[config.mk]
export PLATFORM = sky130hd
export DESIGN_NAME = pc_sequencer_flat
export DESIGN_NICKNAME = d
export VERILOG_FILES = /design/src/rtl/pc_sequencer_if.sv /design/src/rtl/pc_sequencer.sv /design/src/flat_wrapper.sv
export SDC_FILE = /design/constraint.sdc
export NUM_CORES = 1
export LEC_CHECK = 0
export CORE_UTILIZATION = 35
export CTS_CLUSTER_SIZE = 40
export DETAILED_ROUTE_END_ITERATION = 16
export GPL_TIMING_DRIVEN = 1
export PLACE_DENSITY = 0.74
export SYNTH_ARGS = -nofsm -noshare
export SYNTH_HDL_FRONTEND = slang
export SYNTH_SLANG_ARGS = --single-unit
export TNS_END_PERCENT = 100
[constraint.sdc]
create_clock -name clk -period 5.2 [get_ports clk]
set_clock_uncertainty 0.05 [all_clocks]
set_input_delay 0.78 -clock clk [delete_from_list [all_inputs] [get_ports clk]]
set_output_delay 0.78 -clock clk [all_outputs]
set_load 0.05 [all_outputs]
[src/rtl/pc_sequencer_if.sv]
// pc_sequencer_if: instruction-memory fetch handshake between the PC
// sequencer (master) and the instruction memory (slave).
//   imem_req   - master -> slave, fetch request, held until imem_ready
//   imem_addr  - master -> slave, word address of the fetch (the current PC)
//   imem_ready - slave -> master, instruction valid this cycle
interface pc_sequencer_if #(
  parameter int ADDR_W = 32
);
  logic              imem_req;
  logic [ADDR_W-1:0] imem_addr;
  logic              imem_ready;

  modport master (
    output imem_req,
    output imem_addr,
    input  imem_ready
  );

  modport slave (
    input  imem_req,
    input  imem_addr,
    output imem_ready
  );
endinterface

[src/rtl/pc_sequencer.sv]
// pc_sequencer: multicycle PC controller. Owns the PC, runs the
// IDLE -> FETCH -> EXEC loop, pulses the IR load when a fetch completes and
// picks the next PC (jump > branch > sequential) when execution finishes.
// Ports:
//   clk, rst_n          clock (rising edge) and async active-low reset
//   i_run               permits new fetches
//   bus (master)        imem_req / imem_addr / imem_ready fetch handshake
//   o_ir_load           one-cycle pulse, latch instruction into IR
//   i_exec_done         current instruction finished
//   i_branch_taken      branch resolved taken, destination i_branch_target
//   i_jump              unconditional jump, destination i_jump_target
//   i_halt              stop after the current instruction
//   o_pc, o_pc_plus1    PC and registered PC+1 (captured at fetch completion)
//   o_state             0=IDLE 1=FETCH 2=EXEC 3=HALTED
//   o_halted            high in HALTED
//   o_instr_count       retired-instruction counter
module pc_sequencer #(
  parameter int                ADDR_W   = 32,
  parameter logic [ADDR_W-1:0] RESET_PC = 32'h0000_0000
) (
  input  logic              clk,
  input  logic              rst_n,
  input  logic              i_run,
  pc_sequencer_if.master    bus,
  output logic              o_ir_load,
  input  logic              i_exec_done,
  input  logic              i_branch_taken,
  input  logic [ADDR_W-1:0] i_branch_target,
  input  logic              i_jump,
  input  logic [ADDR_W-1:0] i_jump_target,
  input  logic              i_halt,
  output logic [ADDR_W-1:0] o_pc,
  output logic [ADDR_W-1:0] o_pc_plus1,
  output logic [1:0]        o_state,
  output logic              o_halted,
  output logic [31:0]       o_instr_count
);

  typedef enum logic [1:0] {
    ST_IDLE   = 2'd0,
    ST_FETCH  = 2'd1,
    ST_EXEC   = 2'd2,
    ST_HALTED = 2'd3
  } state_t;

  localparam logic [ADDR_W-1:0] ADDR_ONE = {{(ADDR_W-1){1'b0}}, 1'b1};

  state_t            r_state;
  state_t            w_state_nxt;
  logic [ADDR_W-1:0] r_pc;
  logic [ADDR_W-1:0] w_pc_nxt;
  logic [ADDR_W-1:0] r_pc_plus1;
  logic [ADDR_W-1:0] w_pc_plus1_nxt;
  logic [31:0]       r_instr_count;
  logic [31:0]       w_instr_count_nxt;
  logic              r_halted;
  logic              w_imem_req;
  logic              w_ir_load;

  // Next-state, next-register values and the decoded handshake outputs.
  always_comb begin
    w_state_nxt       = r_state;
    w_pc_nxt          = r_pc;
    w_pc_plus1_nxt    = r_pc_plus1;
    w_instr_count_nxt = r_instr_count;
    w_imem_req        = 1'b0;
    w_ir_load         = 1'b0;
    case (r_state)
      ST_IDLE: begin
        if (i_run) begin
          w_state_nxt = ST_FETCH;
        end else begin
          w_state_nxt = ST_IDLE;
        end
      end
      ST_FETCH: begin
        // The request stays up until the memory answers; run only gates
        // the start of a fetch, never an issued one.
        w_imem_req = 1'b1;
        if (bus.imem_ready) begin
          w_ir_load      = 1'b1;
          w_pc_plus1_nxt = r_pc + ADDR_ONE;
          w_state_nxt    = ST_EXEC;
        end else begin
          w_state_nxt = ST_FETCH;
        end
      end
      ST_EXEC: begin
        // Redirect inputs and halt only matter in the exec_done cycle.
        if (i_exec_done) begin
          if (i_jump) begin
            w_pc_nxt = i_jump_target;
          end else if (i_branch_taken) begin
            w_pc_nxt = i_branch_target;
          end else begin
            w_pc_nxt = r_pc_plus1;
          end
          w_instr_count_nxt = r_instr_count + 32'd1;
          if (i_halt) begin
            w_state_nxt = ST_HALTED;
          end else if (i_run) begin
            w_state_nxt = ST_FETCH;
          end else begin
            w_state_nxt = ST_IDLE;
          end
        end else begin
          w_state_nxt = ST_EXEC;
        end
      end
      ST_HALTED: begin
        // Terminal until reset.
        w_state_nxt = ST_HALTED;
      end
      default: begin
        w_state_nxt = ST_IDLE;
      end
    endcase
  end

  // State and architectural registers; reset acts immediately.
  always_ff @(posedge clk or negedge rst_n) begin
    if (!rst_n) begin
      r_state       <= ST_IDLE;
      r_pc          <= RESET_PC;
      r_pc_plus1    <= RESET_PC + ADDR_ONE;
      r_instr_count <= 32'd0;
      r_halted      <= 1'b0;
    end else begin
      r_state       <= w_state_nxt;
      r_pc          <= w_pc_nxt;
      r_pc_plus1    <= w_pc_plus1_nxt;
      r_instr_count <= w_instr_count_nxt;
      r_halted      <= (w_state_nxt == ST_HALTED);
    end
  end

  assign bus.imem_req   = w_imem_req;
  assign bus.imem_addr  = r_pc;
  assign o_ir_load      = w_ir_load;
  assign o_pc           = r_pc;
  assign o_pc_plus1     = r_pc_plus1;
  assign o_state        = r_state;
  assign o_halted       = r_halted;
  assign o_instr_count  = r_instr_count;

endmodule

[src/flat_wrapper.sv]
// flat-port wrapper written by rule: the top's interface ports become plain ports
module pc_sequencer_flat 
#(
  parameter int                ADDR_W   = 32,
  parameter logic [ADDR_W-1:0] RESET_PC = 32'h0000_0000
)
  (clk, rst_n, i_run, o_ir_load, i_exec_done, i_branch_taken, i_branch_target, i_jump, i_jump_target, i_halt, o_pc, o_pc_plus1, o_state, o_halted, o_instr_count, bus_imem_req, bus_imem_addr, bus_imem_ready);
  pc_sequencer_if #(.ADDR_W(ADDR_W)) bus_i ();
  input  logic clk;
  input  logic rst_n;
  input  logic i_run;
  output logic o_ir_load;
  input  logic i_exec_done;
  input  logic i_branch_taken;
  input  logic [ADDR_W-1:0] i_branch_target;
  input  logic i_jump;
  input  logic [ADDR_W-1:0] i_jump_target;
  input  logic i_halt;
  output logic [ADDR_W-1:0] o_pc;
  output logic [ADDR_W-1:0] o_pc_plus1;
  output logic [1:0] o_state;
  output logic o_halted;
  output logic [31:0] o_instr_count;
  output wire logic [$bits(bus_i.imem_req)-1:0] bus_imem_req;
  output wire logic [$bits(bus_i.imem_addr)-1:0] bus_imem_addr;
  input wire logic [$bits(bus_i.imem_ready)-1:0] bus_imem_ready;
  assign bus_imem_req = bus_i.imem_req;
  assign bus_imem_addr = bus_i.imem_addr;
  assign bus_i.imem_ready = bus_imem_ready;
  pc_sequencer #(.ADDR_W(ADDR_W), .RESET_PC(RESET_PC)) u_core (.clk(clk), .rst_n(rst_n), .i_run(i_run), .bus(bus_i), .o_ir_load(o_ir_load), .i_exec_done(i_exec_done), .i_branch_taken(i_branch_taken), .i_branch_target(i_branch_target), .i_jump(i_jump), .i_jump_target(i_jump_target), .i_halt(i_halt), .o_pc(o_pc), .o_pc_plus1(o_pc_plus1), .o_state(o_state), .o_halted(o_halted), .o_instr_count(o_instr_count));
endmodule
# [Word level (Yosys, flattened, before mapping)]
# Cells that the tools add are included.
[totals] register_bits=99 inputBits=72 output_inout_bits=133 elab_cells=24
[op_classes] add_sub_neg=2 n_eq_ne=4 mux=10 reduce_logical=3
[ops] op="32-bit by 1-bit adder with 32-bit output (second input constant)" n=2
[ops] op="32-bit two-way mux" n=2
[ops] op="2-bit case mux with 4 select lines" n=1
[ops] op="2-bit == test (second input constant)" n=3
[ops] op="2-bit two-way mux" n=3
[ops] op="1-bit two-way mux" n=4
[ops] op="2-bit AND reduction" n=2
[ops] op="2-bit by 1-bit == test with 1-bit output (second input constant)" n=1
[ops] op="2-bit zero test" n=1

# [Logic depth before layout (Yosys ltp)]
# Gate-level depths: netlist of run 1.
[depth] ltp_word=5 mapped_depth=7 mapped_depth_nobuf=5

# [Worst setup path before layout of run 1]
# OpenSTA, ideal clock, no wires.
[synth_timing] path_kind="flip-flop to output port" startpoint="register u_core.r_state[0] (netlist: u_core.o_state[0])" endpoint="output port o_ir_load" arrival_time_ns=1.803 required_ns=4.370 path_slack_ns=2.567 stages_incl_launch_ff=5 path_buffers=2 cell_sequence="dfrtp_1 > buf_4 > nand3b_1 > inv_1 > clkbuf_1"
[synth_between] elab_chain_len=2
[synth_rtl] item="from (decl)" line="pc_sequencer.sv:48" rtl="state_t r_state;"
[synth_rtl] item="from (signal assigned)" line="pc_sequencer.sv:129" rtl="r_state <= w_state_nxt;"
[synth_rtl] item="2-bit by 1-bit == test with 1-bit output" line="pc_sequencer.sv:68" rtl="case (r_state)"
[synth_rtl] item="1-bit two-way mux" line="pc_sequencer.sv:68"
[synth_rtl] item="to (decl)" line="flat_wrapper.sv:12" rtl="output logic o_ir_load;"
# No other way between the ends.

# [Worst setup path after layout of run 1]
[layout_timing] startpoint="input port bus_imem_ready" endpoint="output port o_ir_load"
[layout_between] elab_chain_len=2
[layout_rtl] item="from (decl)" line="flat_wrapper.sv:26" rtl="input wire logic [$bits(bus_i.imem_ready)-1:0] bus_imem_ready;"
[layout_rtl] item="1-bit two-way mux" line="pc_sequencer.sv:80" rtl="if (bus.imem_ready) begin"
[layout_rtl] item="1-bit two-way mux" line="pc_sequencer.sv:68"
# No other way between the ends.

==> impl_metrics.tcl, run 1 <==
set metrics [dict create \
    drc 0 \
    h-tree-depth 3 \
    yosysMostFrequentCell "dfrtp_1" \
    clock-root-buffer "clkbuf_16" \
    netlist_instances 602 \
    setup_tns_ns 0 \
    ys_types 43 \
    tightest_slew_ns 1.10 \
    reg2reg_depth 4 \
    path_max_fanout 34 \
    clk_latency_ns 0.34 \
    fmax_ghz 0.282 \
    rsz0062_at_grt "false" \
    syn_to_final_growth_pct 40.0 \
    seq_area_frac_synth_pct 44.9 \
    post_cts_resized 0 \
    setup_viol 0 \
    synth_top_cell_area_share_pct 44.5 \
    dpl_worst_slack_ns 1.65 \
    clk_pin_slew_ns 0.06 \
    final.period_utilization_pct 68.2 \
    cts_tree "yes" \
    gr-usage-met1_pct 25.8 \
    slew_headroom_pct 26.7 \
    ys_seq_elements 99 \
    cts.path.max_buffers 2 \
    dieArea_mm2 0.0163 \
    ys.flop_type "dfrtp_1" \
    endpoint "o_ir_load" \
    cts_setup_buffers 0 \
    grt_pass1_vias 4443 \
    clock_sinks 99 \
    instances_no_fill 968 \
    grt_busiest_layer "met2" \
    syn-num-nets 676 \
    synthTopCellsByArea "dfrtp_1 (44%), mux2i_1 (5.8%), nand2_1 (5.2%), o21ai_0 (4.9%), buf_4 (4.5%)" \
    r2r_end "u_core.o_instr_count[15]$_DFFE_PN0P_" \
    port_buffers 204 \
    coreArea_mm2 0.0153 \
    start_util_pct 36.0 \
    die_y_um 128 \
    setup_ws_ns 1.66 \
    vias 4823 \
    synth_edf_count 0 \
    synth.avg_cell_area_um2 9.16 \
    wl_per_cell_um 15.4 \
    met2_usage_pct 30.1 \
    r2r_slack_ns 2.69 \
    postRouteAntennaNets 0 \
    core.rowCount 45 \
    grtUsageTotal_pct 18.9 \
    dp_cells 954 \
    overflow 0 \
    dp_hpwl_um 10800 \
    ios 205 \
    grt_max_degree 66 \
    antenna_found_initial 0 \
    drive_gt1_share_pct 4.76 \
    use_met3_pct 3.31 \
    cts_made_buffers 9 \
    grt_pass1_wl_um 24200 \
    leakage_uw 0.00317 \
    async_flop_share_pct 100 \
    die_x_um 128 \
    worstReg2RegStart "u_core.o_state[0]$_DFF_PN0_" \
    holdWs_ns 0.414 \
    drt_first_pass_iters 4 \
    gp_congestion 0.783 \
    ys_warn_count 0 \
    status "completed" \
    synth_area_leader_cell "dfrtp_1" \
    finalHoldViolations 0 \
    slew_violations 0 \
    cap_violations 0 \
    synth_common_cells "dfrtp_1 (98), nand2_1 (76), nor2_1 (54), o21ai_0 (54), buf_4 (33)" \
    endpoint_kind "output pin" \
    cp-startpoint "bus_imem_ready" \
    ctsHoldBuffers 0 \
    drt-total-wl_um 14900 \
    irDropWorstVdd_v 0.000325 \
    power.density_mw_per_mm2 580 \
    n_antenna_cell 0 \
    critPathKind "in2out" \
    min_period_ns 3.54 \
    hp-class "in2async" \
    via_per_inst 4.98 \
    syn_area_mm2 0.00552 \
    critPathArrivalTime_ns 2.71 \
    cp.required_ns 4.37 \
    start_kind "input port" \
    drt_iter0_markers 231 \
    final_nets 828 \
]
kinds of logic (layout without fill, tap and decap cells):
family                     Yosys count  count (layout)  synth area share (%)
AOI/OAI and AO/OA                  116             116                  11.6
xor gates and xnor gates            45              45                  7.14
adders and majority gates            2               2                 0.454
buffers and inverters               77             232                  7.92
DFF                                 99              99                  44.9
muxes                               32              32                  5.81
and+or+nand+nor                    231             231                  22.2
critical path, stage by stage:
cell and delay, ns:
clkdlybuf4s50_1 0.51, nand3b_1 0.09, buf_4 0.24, inv_1 0.74, buf_4 0.34
sequential cells by signal, indices dropped and copies added, names as in the netlist:
register and flops:
u_core.o_state 2, u_core.bus.imem_addr 32, u_core.o_instr_count 32, u_core.o_pc_plus1 32, u_core.o_halted 1
per-layer routing:
layer,vias up,wire length [um]
met5,-,0
met2,117,7060
met3,16,613
li1,2397,-
met1,2293,7020
met4,0,240
how the worst min path moves through the flow:
| stage | from | end | slack, ns | cells after the start |
|---|---|---|---|---|
| floorplan | rst_n | u_core.bus.imem_addr[0]$_DFFE_PN0P_ | 0.43 | 0 |
| global placement | u_core.o_instr_count[31]$_DFFE_PN0P_ | u_core.o_instr_count[31]$_DFFE_PN0P_ | 0.41 | 1 |
| detailed placement | u_core.o_instr_count[31]$_DFFE_PN0P_ | u_core.o_instr_count[31]$_DFFE_PN0P_ | 0.41 | 1 |
| CTS | u_core.o_instr_count[31]$_DFFE_PN0P_ | u_core.o_instr_count[31]$_DFFE_PN0P_ | 0.42 | 1 |
| global route | u_core.o_instr_count[31]$_DFFE_PN0P_ | u_core.o_instr_count[31]$_DFFE_PN0P_ | 0.45 | 1 |
| finish | rst_n | u_core.o_instr_count[30]$_DFFE_PN0P_ | 0.41 | 1 |
report_power, final:
group	internal (uW)	total, uW	switching, uW
clock network	382	667	286
registers	1010	1370	362
logic	808	2430	1620
layout by cell type (no fill, tap or decap), drive strengths merged, types with 12 or more instances in the layout:
master / count
mux2i: 32
a21oi: 32
nor2: 54
o31ai: 12
or4: 13
inv: 13
nand3: 23
nand4: 14
xnor2: 23
dfrtp: 98
nor3: 13
xor2: 22
a31oi: 15
clkdlybuf4s50: 200
o21ai: 54
nand2: 76
layout make-up:
| class | instances | area [um^2] |
|---|---|---|
| inverter | 12 | 45.0 |
| clock buffer | 10 | 239 |
| sequential | 99 | 2480 |
| tap | 211 | 264 |
| clock inverter | 4 | 51.3 |
| multi-input combinational | 426 | 2600 |
| timing repair buffer | 206 | 2040 |
| fill | 1496 | 7590 |
per-stage QoR:
stage	power [uW]	util, %	cell area (um^2)
after floorplan	3040	-	5520
after global placement	3810	48.5	7430
after detailed placement	3830	48.5	7430
after CTS	4510	50.4	7720
after global routing	4690	50.4	7720
final	4470	50.4	7720
Note: power is estimated with default switching activity, not from simulation.
==> run 2: changes to the inputs <==
PLACE_DENSITY = 0.76   (was 0.74)
clock period = 2.8 ns   (was 5.2 ns; I/O delays follow)
==> run 2 against run 1 <==
  * Largest power group unchanged
  * Largest cell class unchanged
  * Sequential share of layout area down 0.48 points
  * Final area up 1.5%
  * Sequential power up 85%
  * Worst setup slack worse by 1.2 ns
  * Clock power up 87%
==> impl_metrics.tcl, run 2 (same netlist as run 1, synthesis figures left out) <==
set metrics [dict create \
    slew_headroom_pct 52.0 \
    h-tree-depth 3 \
    clock-root-buffer "clkbuf_16" \
    min_period_ns 2.32 \
    drive_gt1_share_pct 6.11 \
    cts.path.max_buffers 2 \
    power_uw 8340 \
    antenna_found_initial 0 \
    cp_slowest_cell "clkdlybuf4s50_1" \
    start_util_pct 36.0 \
    holdWs_ns 0.0449 \
    dp_hpwl_um 11100 \
    post_cts_resized 0 \
    slew_violations 0 \
    clk_latency_ns 0.35 \
    slowest_delay_ns 0.81 \
    n_antenna_cell 0 \
    port_buffers 204 \
    final.period_utilization_pct 82.8 \
    fillers 1489 \
    drt-total-wl_um 15200 \
    status "completed" \
    regArea_mm2 0.00248 \
    endpoint_kind "output pin" \
    dieArea_mm2 0.0163 \
    multi_input_area_mm2 0.00260 \
    drt_first_pass_iters 4 \
    final_cell_mix "clkdlybuf4s50_1 (200), dfrtp_1 (98), nand2_1 (76), nor2_1 (54), o21ai_0 (54)" \
    path_buf_inv 1 \
    vias 4887 \
    final_nets 838 \
    top_layer_used "met4" \
    wl_met2_um 7460 \
    clk_pin_slew_ns 0.07 \
    critPathTopFamily "buffers and inverters" \
    die_y_um 128 \
    critPathKind "reg2out" \
    start_kind "flip-flop" \
    irDropWorstVdd_v 0.000812 \
    ios 205 \
    leakage_uw 0.00323 \
    path_cells "nor2b_1, clkdlybuf4s50_1" \
    rsz0062_at_grt "false" \
    tightest_slew_ns 0.720 \
    path_max_fanout 11 \
    cp.required_ns 2.33 \
    via_per_inst 4.99 \
    die_x_um 128 \
    syn_to_final_growth_pct 42.1 \
    power.density_mw_per_mm2 1060 \
    grtUsageTotal_pct 18.9 \
    clock_sinks 99 \
    wl_met3_um 747 \
    core.rowCount 45 \
    gp_congestion 0.786 \
    final_common_cell "clkdlybuf4s50_1" \
    fmax_ghz 0.431 \
    cts_made_buffers 9 \
    coreArea_mm2 0.0153 \
    ctsHoldBuffers 0 \
    cts_tree "yes" \
    hp-class "in2async" \
    utilization_pct 51.2 \
    postRouteAntennaNets 0 \
    drc 0 \
    cts_setup_buffers 0 \
    drt_iter0_markers 245 \
    finalHoldViolations 0 \
    wl_per_cell_um 15.5 \
    grt_pass1_wl_um 24000 \
    cap_violations 0 \
    r2r_slack_ns 0.59 \
    grt_max_degree 54 \
    critPathArrivalTime_ns 1.85 \
    setup_viol 0 \
    wl_met1_um 6730 \
    setup_tns_ns 0 \
    overflow 0 \
    grt_pass1_vias 4538 \
]
-- run 2: cell count changes in the layout (fill, tap and decap cells not counted) --
cell and delta:
buf_12 +3, buf_4 +7, clkinv_4 +1, clkinv_2 +1, clkbuf_8 -1, clkbuf_1 +1
-- run 2: worst paths after layout --
| kind | cells after the start | from | end |
|---|---|---|---|
| max | 2 | u_core.o_state[0]$_DFF_PN0_ | bus_imem_req |
| min | 1 | rst_n | u_core.o_instr_count[26]$_DFFE_PN0P_ |
| max reg2reg | 4 | u_core.bus.imem_addr[8]$_DFFE_PN0P_ | u_core.o_pc_plus1[27]$_DFFE_PN0P_ |
| min reg2reg | 1 | u_core.o_instr_count[31]$_DFFE_PN0P_ | u_core.o_instr_count[31]$_DFFE_PN0P_ |
| max in group asynchronous | 2 | rst_n | u_core.o_pc_plus1[0]$_DFFE_PN1P_ |
| min in group clk | 1 | u_core.o_instr_count[31]$_DFFE_PN0P_ | u_core.o_instr_count[31]$_DFFE_PN0P_ |
-- run 2: metal layers --
metal / up-vias / global-route usage, %
li1: 2419 / -
met1: 2322 / 24.8
met2: 131 / 32.0
met3: 15 / 2.68
met4: 0 / 6.16
met5: - / 0
-- run 2: layout make-up --
| class | instances | area share (%) |
|---|---|---|
| inverters | 12 | 0.575 |
| repair buffers | 216 | 27.5 |
| flip-flops and latches | 99 | 31.6 |
| clock buffers | 10 | 2.92 |
| clock inverters | 6 | 0.830 |
| well taps | 211 | 3.37 |
| multi-input cells | 426 | 33.2 |
-- run 2: where the power goes --
part | total [uW] | internal [uW] | switching (uW)
combinational | 4550 | 1520 | 3030
clock | 1250 | 695 | 552
sequential | 2540 | 1880 | 659
-- run 2: per-stage QoR --
stage	setup slack, ns	instances	area (um^2)
after floorplan	0.527	602	5520
after global placement	0.494	964	7540
after detailed placement	0.439	964	7540
after CTS	0.463	980	7840
after global routing	0.395	980	7840
final	0.482	980	7840
